$ cat config.mk
export PLATFORM = sky130hd
export DESIGN_NAME = csa_resolve_acc_flat
export DESIGN_NICKNAME = d
export VERILOG_FILES = /design/src/rtl/csa_pkg.sv /design/src/rtl/csa_resolve_acc_if.sv /design/src/rtl/csa_resolve_acc_compress.sv /design/src/rtl/csa_resolve_acc.sv /design/src/flat_wrapper.sv
export SDC_FILE = /design/constraint.sdc
export NUM_CORES = 1
export LEC_CHECK = 0
export ABC_AREA = 0
export CAP_MARGIN = 20
export CORE_MARGIN = 2
export CORE_UTILIZATION = 45
export CTS_CLUSTER_DIAMETER = 40
export DETAILED_ROUTE_END_ITERATION = 7
export PLACE_DENSITY = 0.78
export SLEW_MARGIN = 10
export SYNTH_ARGS = -nofsm -noshare
export SYNTH_HDL_FRONTEND = slang
export SYNTH_SLANG_ARGS = --single-unit
$ cat constraint.sdc
create_clock -name clk -period 5.7 [get_ports clk]
set_input_delay 1.14 -clock clk [delete_from_list [all_inputs] [get_ports clk]]
set_output_delay 1.14 -clock clk [all_outputs]
set_load 0.01 [all_outputs]
$ cat src/rtl/csa_pkg.sv
// csa_pkg: shared state encoding, width helpers and default parameters for the CSA resolve accumulator
package csa_pkg;
    typedef enum logic [1:0] {ACC, RES, OUT} state_t;
    localparam int W_DEF     = 4;
    localparam int E_DEF     = 9;
    localparam int MAXB_DEF  = 16;
    localparam int CHUNK_DEF = 6;
    function automatic int aw_of(input int iw, input int maxb);
        return iw + 1 + $clog2(maxb);
    endfunction
    function automatic int nch_of(input int aw, input int chunk);
        return (aw + chunk - 1) / chunk;
    endfunction
endpackage

$ cat src/rtl/csa_resolve_acc_if.sv
// csa_resolve_acc_if: beat input stream and result output stream of the resolve accumulator
interface csa_resolve_acc_if #(
    parameter int IW = 13,
    parameter int AW = 18
);
    logic          in_valid_i;
    logic          in_ready_o;
    logic [IW-1:0] sum_i;
    logic [IW-1:0] cout_i;
    logic          last_i;
    logic          out_valid_o;
    logic          out_ready_i;
    logic [AW-1:0] out_data_o;
    logic          err_o;
    modport master (
        output in_valid_i, sum_i, cout_i, last_i, out_ready_i,
        input  in_ready_o, out_valid_o, out_data_o, err_o
    );
    modport slave (
        input  in_valid_i, sum_i, cout_i, last_i, out_ready_i,
        output in_ready_o, out_valid_o, out_data_o, err_o
    );
endinterface

$ cat src/rtl/csa_resolve_acc_compress.sv
// csa_compress_4to2: two full-adder rows folding four AW-bit operands into a sum/carry pair, top carry dropped
module csa_compress_4to2 #(
    parameter int AW = 18
) (
    input  logic [AW-1:0] a,
    input  logic [AW-1:0] b,
    input  logic [AW-1:0] c,
    input  logic [AW-1:0] d,
    output logic [AW-1:0] s,
    output logic [AW-1:0] cy
);
    logic [AW-1:0] s1;
    logic [AW-1:0] c1;
    logic [AW-2:0] m1;
    logic [AW-2:0] m2;
    assign s1 = a ^ b ^ c;
    assign m1 = (a[AW-2:0] & b[AW-2:0]) | (a[AW-2:0] & c[AW-2:0]) | (b[AW-2:0] & c[AW-2:0]);
    assign c1 = {m1, 1'b0};
    assign s  = s1 ^ c1 ^ d;
    assign m2 = (s1[AW-2:0] & c1[AW-2:0]) | (s1[AW-2:0] & d[AW-2:0]) | (c1[AW-2:0] & d[AW-2:0]);
    assign cy = {m2, 1'b0};
endmodule

$ cat src/rtl/csa_resolve_acc.sv
// csa_resolve_acc: carry-save beat accumulator with chunked ripple resolve; CSA_RES_BEATCHK_EN enables the beat-limit check
module csa_resolve_acc
    import csa_pkg::*;
#(
    parameter int W     = W_DEF,
    parameter int E     = E_DEF,
    parameter int MAXB  = MAXB_DEF,
    parameter int CHUNK = CHUNK_DEF
) (
    input logic              clk,
    input logic              rst_n,
    csa_resolve_acc_if.slave bus
);
    localparam int IW  = W + E;
    localparam int AW  = aw_of(IW, MAXB);
    localparam int NCH = nch_of(AW, CHUNK);
    localparam int KW  = NCH > 1 ? $clog2(NCH) : 1;
    localparam int PW  = NCH * CHUNK;

    state_t          state;
    state_t          state_nx;
    logic [AW-1:0]   acc_s;
    logic [AW-1:0]   acc_c;
    logic [AW-1:0]   cmp_s;
    logic [AW-1:0]   cmp_c;
    logic [PW-1:0]   acc_s_p;
    logic [PW-1:0]   acc_c_p;
    logic [KW-1:0]   k;
    logic            rc;
    logic [PW-1:0]   res;
    logic [CHUNK:0]  ch_sum;
    logic            fire;
    logic            hs;
    logic            done;
    logic            force_last;
    logic            err;

    assign fire = bus.in_valid_i & bus.in_ready_o;
    assign hs   = (state == OUT) & bus.out_ready_i;
    assign done = (state == RES) && (k == KW'(NCH - 1));

    assign bus.in_ready_o  = state == ACC;
    assign bus.out_valid_o = state == OUT;
    assign bus.out_data_o  = res[AW-1:0];
    assign bus.err_o       = err;

    csa_compress_4to2 #(.AW(AW)) u_cmp (
        .a  (acc_s),
        .b  (acc_c),
        .c  (AW'(bus.sum_i)),
        .d  (AW'(bus.cout_i)),
        .s  (cmp_s),
        .cy (cmp_c)
    );

    // Padding to whole chunks lets the last chunk read zeros above AW-1.
    assign acc_s_p = PW'(acc_s);
    assign acc_c_p = PW'(acc_c);

    // Current chunk of acc_s + acc_c plus the carry rippled from the previous chunk.
    always_comb begin
        ch_sum = {1'b0, acc_s_p[int'(k)*CHUNK +: CHUNK]} + {1'b0, acc_c_p[int'(k)*CHUNK +: CHUNK]} + (CHUNK+1)'(rc);
    end

    // Next state: a last (or forced-last) beat starts resolve, NCH chunks later the result is offered.
    always_comb begin
        state_nx = state;
        state_nx = state == ACC ? ((fire && (bus.last_i || force_last)) ? RES : ACC)
                 : state == RES ? (done ? OUT : RES)
                 : (bus.out_ready_i ? ACC : OUT);
    end

    // State, carry-save accumulators, chunk index, ripple carry and result register.
    always_ff @(posedge clk or negedge rst_n) begin
        if (!rst_n) begin
            state <= ACC;
            acc_s <= '0;
            acc_c <= '0;
            k     <= '0;
            rc    <= 1'b0;
            res   <= '0;
        end else begin
            state <= state_nx;
            if (fire) begin
                acc_s <= cmp_s;
                acc_c <= cmp_c;
            end
            if (state == RES) begin
                res[int'(k)*CHUNK +: CHUNK] <= ch_sum[CHUNK-1:0];
                rc <= ch_sum[CHUNK];
                k  <= k + 1'b1;
            end else begin
                rc <= 1'b0;
                k  <= '0;
            end
            if (hs) begin
                acc_s <= '0;
                acc_c <= '0;
            end
        end
    end

`ifdef CSA_RES_BEATCHK_EN
    localparam int CW = MAXB > 1 ? $clog2(MAXB) : 1;
    logic [CW-1:0] cnt;
    assign force_last = cnt == CW'(MAXB - 1);

    // Beat counter; the MAXB-th beat without last is forced to end the transaction and flags err.
    always_ff @(posedge clk or negedge rst_n) begin
        if (!rst_n) begin
            cnt <= '0;
            err <= 1'b0;
        end else if (hs) begin
            cnt <= '0;
            err <= 1'b0;
        end else if (fire) begin
            cnt <= cnt + 1'b1;
            if (force_last && !bus.last_i) err <= 1'b1;
        end
    end
`else
    assign force_last = 1'b0;
    assign err        = 1'b0;
`endif
endmodule

$ cat src/flat_wrapper.sv
// flat-port wrapper written by rule: the top's interface ports become plain ports
module csa_resolve_acc_flat import csa_pkg::*;
#(
    parameter int W     = W_DEF,
    parameter int E     = E_DEF,
    parameter int MAXB  = MAXB_DEF,
    parameter int CHUNK = CHUNK_DEF
)
  (clk, rst_n, bus_in_valid_i, bus_sum_i, bus_cout_i, bus_last_i, bus_out_ready_i, bus_in_ready_o, bus_out_valid_o, bus_out_data_o, bus_err_o);
  csa_resolve_acc_if #(.IW(13), .AW(18)) bus_i ();
  input logic clk;
  input logic rst_n;
  input wire logic [$bits(bus_i.in_valid_i)-1:0] bus_in_valid_i;
  input wire logic [$bits(bus_i.sum_i)-1:0] bus_sum_i;
  input wire logic [$bits(bus_i.cout_i)-1:0] bus_cout_i;
  input wire logic [$bits(bus_i.last_i)-1:0] bus_last_i;
  input wire logic [$bits(bus_i.out_ready_i)-1:0] bus_out_ready_i;
  output wire logic [$bits(bus_i.in_ready_o)-1:0] bus_in_ready_o;
  output wire logic [$bits(bus_i.out_valid_o)-1:0] bus_out_valid_o;
  output wire logic [$bits(bus_i.out_data_o)-1:0] bus_out_data_o;
  output wire logic [$bits(bus_i.err_o)-1:0] bus_err_o;
  assign bus_i.in_valid_i = bus_in_valid_i;
  assign bus_i.sum_i = bus_sum_i;
  assign bus_i.cout_i = bus_cout_i;
  assign bus_i.last_i = bus_last_i;
  assign bus_i.out_ready_i = bus_out_ready_i;
  assign bus_in_ready_o = bus_i.in_ready_o;
  assign bus_out_valid_o = bus_i.out_valid_o;
  assign bus_out_data_o = bus_i.out_data_o;
  assign bus_err_o = bus_i.err_o;
  csa_resolve_acc #(.W(W), .E(E), .MAXB(MAXB), .CHUNK(CHUNK)) u_core (.clk(clk), .rst_n(rst_n), .bus(bus_i));
endmodule
== Word-level counts from Yosys, hierarchy flattened ==
Index checks and enable logic that the tools add are counted.
Word-level totals
  flip-flop bits (word level): 59
  input bits: 31
  output and inout bits: 21
  word-level logic and storage cells: 50
Cells by class
  add/sub/neg operators: 4
  multiply operators: 1
  eq/ne operators: 3
  shift operators: 4
  multiplexer cells: 12
  bitwise logic cells: 16
  reduce and logical (&&, ||, !) cells: 4
Operator list (count)
  $mux W18: 4
  $and A17 B13 Y17: 4
  $or A17 B17 Y17: 4
  $shiftx A18 B32 Y6: 2
  $xor A18 B13 Y18: 2
  $xor A18 B18 Y18: 2
  $and A17 B17 Y17: 2
  $neg A32 Y33: 1
  $shift A6 B33 Y18 const A: 1
  $shiftx A6 B33 Y18: 1
  $bwmux W18: 1
  $mux W2: 5
  $add A6 B6 Y7: 1
  $add A7 B1 Y7: 1
  $eq A2 B2 Y1 const B: 2
  $mul A2 B2 Y4 const B: 1
  $add A2 B1 Y2 const B: 1
  $and A1 B1 Y1: 2
  $eq A2 B1 Y1 const B: 1
  $logic_and A1 B1 Y1: 2
  $logic_not A2 Y1: 1
  $mux W1: 2
  $reduce_bool A2 Y1: 1

== Depth between registers and ports, before layout ==
  word-level depth: 8
  depth in mapped cells: 12
  depth with buffers taken out: 11

== Modules after synthesis ==
Synthesis repeated with hierarchy kept, for this count alone.
Unflattened totals
  cell total of the unflattened synthesis: 298
  area total of the unflattened synthesis: 3614.7 um2
By module, submodules not included
  csa_resolve_acc: instances 1, cells each 259, area an instance 2890.3 um2, sequential area each 1476.4 um2
  csa_compress_4to2: instances 1, cells each 39, area an instance 724.4 um2, sequential area each 0.0 um2

== Worst setup path after synthesis ==
Ideal clock, no wire load.
  path kind: flip-flop to flip-flop
  start: reg u_core.k[1]
  end: reg u_core.res[8], in the netlist u_core.bus.out_data_o[8]
  setup time: 0.066 ns
  arrival time: 2.536 ns
  data required time: 5.634 ns
  setup slack: 3.098 ns
  cell stages (with the launch flop): 12
  path buffers: 1
  clock period less this slack: 2.602 ns
  cell sequence: dfrtp_1 buf_2 nor2_1 a21oi_1 fa_1 inv_1 fa_1 nand3_1 and3_1 or2_2 o21ai_1 a22o_1
On the way
  word-level cells in the longest chain between the ends: 6
  elaborated cells on any way between the ends: 9
  those cells by class: add/sub: 3; mul: 1; shift: 4; mux: 1
Ends and longest elaborated chain
  start: declaration: line csa_resolve_acc.sv:28  | logic [KW-1:0] k;
  start signal: assignment: line csa_resolve_acc.sv:91  | k <= k + 1'b1;
  $mul A2 B2 Y4 *: line csa_resolve_acc.sv:62, csa_resolve_acc.sv:89
  $shiftx A18 B32 Y6: line csa_resolve_acc.sv:62  | ch_sum = {1'b0, acc_s_p[int'(k)*CHUNK +: CHUNK]} + {1'b0, acc_c_p[int'(k)*CHUNK +: CHUNK]} + (CHUNK+1)'(rc);
  $add A6 B6 Y7: line csa_resolve_acc.sv:62
  $add A7 B1 Y7: line csa_resolve_acc.sv:62
  $shiftx A6 B33 Y18: line csa_resolve_acc.sv:89  | res[int'(k)*CHUNK +: CHUNK] <= ch_sum[CHUNK-1:0];
  $bwmux W18 *: line csa_resolve_acc.sv:89
  end signal: indexed assignment: line csa_resolve_acc.sv:89
  end: declaration: line csa_resolve_acc.sv:30  | logic [PW-1:0] res;
Mark *: on every way between the ends. The rest lies on a longest branch, timed or not.
A chain may end at the register's enable or synchronous reset.

== Worst setup path after layout ==
  start: reg u_core.k[0]
  end: reg u_core.res[16], in the netlist u_core.bus.out_data_o[16]
The elaborated chain is that of the path after synthesis.

==> results.md <==
- Cell count after synthesis: 329
- Post-synth ARST share: 100%
- Fmax: 0.275 GHz
- Sequential share of power: 31.2%
- Main synth FF type: dfrtp_1
- Final HPWL DP: 5460 µm
- Synth-to-Final Area Change: 22.0%
- Yosys reg bits: 58
- CP max stage delay: 0.89 ns
- Pre-CTS setup slack: 2.16 ns
- Power Internal: 1.40 mW
- Most frequent cells in the layout: nand2_1, dfrtp_1, clkdlybuf4s50_1
- Port bufs: 50
- Startpoint Class: flop
- Hold Fails Final Rpt: 0
- Hold depth: 2
- Nature of the critical path endpoint: flop
- Hold Buf Count CTS: 0
- Post-layout util: 56.1%
- CTS clk-pin slew, worst paths: 0.07 ns
- Setup Skew: 0.00573 ns
- Drt via density: 5.42
- Max Cap Viol: 0
- Initial antenna violation count: 0
- Seq/Total Area, Yosys: 41.5%
- Clock latency on the worst-skew pair: 0.35 ns
- Core area: 0.00761 mm²
- Die area: 0.00849 mm²
- Via count: 2621
- Initial DRC Count: 153
- First-pass GRT wire length: 12700 µm
- Clock Path Buffers: 2
- Fin crit period: 3.64 ns
- CP required: 5.99 ns
- Die H: 92.2 µm
- HP Class: reg -> reg
- Post-route ant nets: 0
- Diode count: 0
- # Post-CTS Setup Buffers: 0
- Rel. slew slack: 39.4%
- Leading cell type in the layout, fill and taps excluded: nand2_1
- Number of global-route vias before repair: 2694
- Synthesized area: 0.00350 mm²
- Pin count of the biggest net entering global routing: 59
- RSZ-0062 raised after global routing: false
- Root buf cell: clkbuf_8
- PwrDens: 572 mW/mm²
- Post-synth EDFFs: 0
- Critical Path AT: 3.92 ns
- CP Max Fanout: 30
- Grt total ovfl: 0
- All-Layer GR Usage: 19.4%
- Design Area, Final: 0.00427 mm²
- Power consumption: 2.44 mW
- CTS tree: done
- Fin crit share: 63.8%
- CP Depth: 11
- GPL Wtd Cong: 0.966
- CP Buf/Inv Count: 2
- Post-CTS sizing: 0
- Net Count, Synth: 405
- Chip width: 92.2 µm
- Site row count: 32
- Comb power frac: 52.8%
- Slew @ Worst Pin: 0.909 ns
- Sw frac: 42.7%
- Layout cells sized above 1: 6.81%
- Status: finished clean
- Syn. warnings: 0
- CP cell instances: inv_1 > nor2_1 > a21oi_1 > fa_1 > inv_1 > fa_1 > nand3_1 > and3_1 > or2_2 > o21ai_1 > a22o_1
- Max-slew violation count: 0
- TritonCTS buffer count: 9
- Critical path type: reg -> reg
- Sw power: 1.04 mW
- # H-tree levels: 3
- Yosys cell types: 44
- Wire per inst: 15.6 µm
- CTS Sinks: 58
- Leakage: 1.92 nW
- Final setup TNS: 0 ns
- Final setup viols: 0
- Nets: 453
- Drt total wl: 7540 µm
- Clock share of power: 16.0%
- Residual DRC: 0
- Starting Density: 46.0%
- Max rail drop VDD: 206 µV
- I/O pin count: 52
- DR pass1 iterations: 4
- Crit-path slowest cell: dfrtp_1
- Final worst slack: 2.06 ns
- Top delay family on crit path: simple AND/OR/NAND/NOR gates
- Avg Cell Area, Syn: 10.6 µm²
- Placed Instance Area: 0.00406 mm²
- Depth of the most critical reg-to-reg path: 11
==> cell families (layout without fill, tap and decap cells) <==
kind of cell    count (synthesis)  after routing  share of synthesized area, %
xor+xnor                        4              4                          1.00
buf+inv                        26             79                          3.26
compound gates                 82             82                          15.5
fa+ha+maj                      45             45                          21.7
flops                          58             58                          41.5
mux                            12             12                          3.47
simple gates                  101            101                          13.5
other cells                     1              1                         0.107
==> stage by stage <==
step	hold WS (ns)	instances
after floorplan	0.450	329
after global placement	0.463	468
after detailed placement	0.476	468
after CTS	0.491	484
after global routing	0.524	484
final	0.487	484
==> Yosys cell counts, types with 2 or more instances <==
cell type,instances,share of area [%]
nand2_1,65,7.0
nor3_1,3,0.43
o21ai_1,3,0.43
a21oi_1,24,3.4
mux2i_1,11,3.1
nand3_1,2,0.29
nand3b_1,2,0.43
fa_1,26,15
inv_1,11,1.2
buf_2,7,1.0
ha_1,19,6.8
and2_1,3,0.54
buf_4,2,0.43
o31ai_1,3,0.64
a22o_1,23,5.8
dfrtp_1,58,42
a31oi_1,2,0.36
nand2b_1,3,0.54
xnor2_1,2,0.50
nor2_1,10,1.1
clkbuf_1,6,0.64
xor2_1,2,0.50
o22ai_1,2,0.36
and3_1,3,0.54
o21ai_0,18,2.6
==> registers in the layout (all words and copies together), names as in the netlist <==
register,count
u_core.state,2
u_core.acc_c,17
u_core.bus.out_data_o,18
u_core.acc_s,18
u_core.rc,1
u_core.k,2
==> final cells by class <==
cell class / count / area [µm²]
inverter: 11 / 41.3
clock inverter: 5 / 52.6
multi-input combinational: 245 / 1930
clock buffer: 11 / 151
sequential: 58 / 1450
timing repair buffer: 52 / 510
fill: 659 / 3340
tap: 102 / 128
==> path summary, 6_finish.rpt <==
check                                           from                         to  slack [ns]
setup reg to reg                         u_core.k[0]  u_core.bus.out_data_o[16]        2.06
hold reg to reg            u_core.bus.out_data_o[13]  u_core.bus.out_data_o[13]        0.49
hold / removal             u_core.bus.out_data_o[13]  u_core.bus.out_data_o[13]        0.49
setup / recovery                         u_core.k[0]  u_core.bus.out_data_o[16]        2.06
min in group asynchronous                      rst_n            u_core.acc_s[6]        0.94
max in group asynchronous                      rst_n           u_core.acc_c[14]        4.29
==> metal layers <==
layer	GRT usage [%]	routed length [µm]
met5	0	0
met4	9.08	244
met3	4.85	282
met2	30.9	3650
met1	25.0	3360
==> power by group through the flow <==
stage / clock network [mW] / registers (mW) / logic [mW]
global route: 0.415 / 0.786 / 1.47
floorplan: 0 / 0.711 / 0.936
CTS: 0.394 / 0.761 / 1.30
detailed placement: 0 / 0.767 / 1.29
global placement: 0 / 0.759 / 1.26
finish: 0.391 / 0.760 / 1.29
==> tightest hold or removal path, stage by stage, from the launching register on <==
cell     delay [ns]
dfrtp_1        0.35
nand2_1        0.05
o21ai_0        0.06
Power figures use the tool's default switching activity.
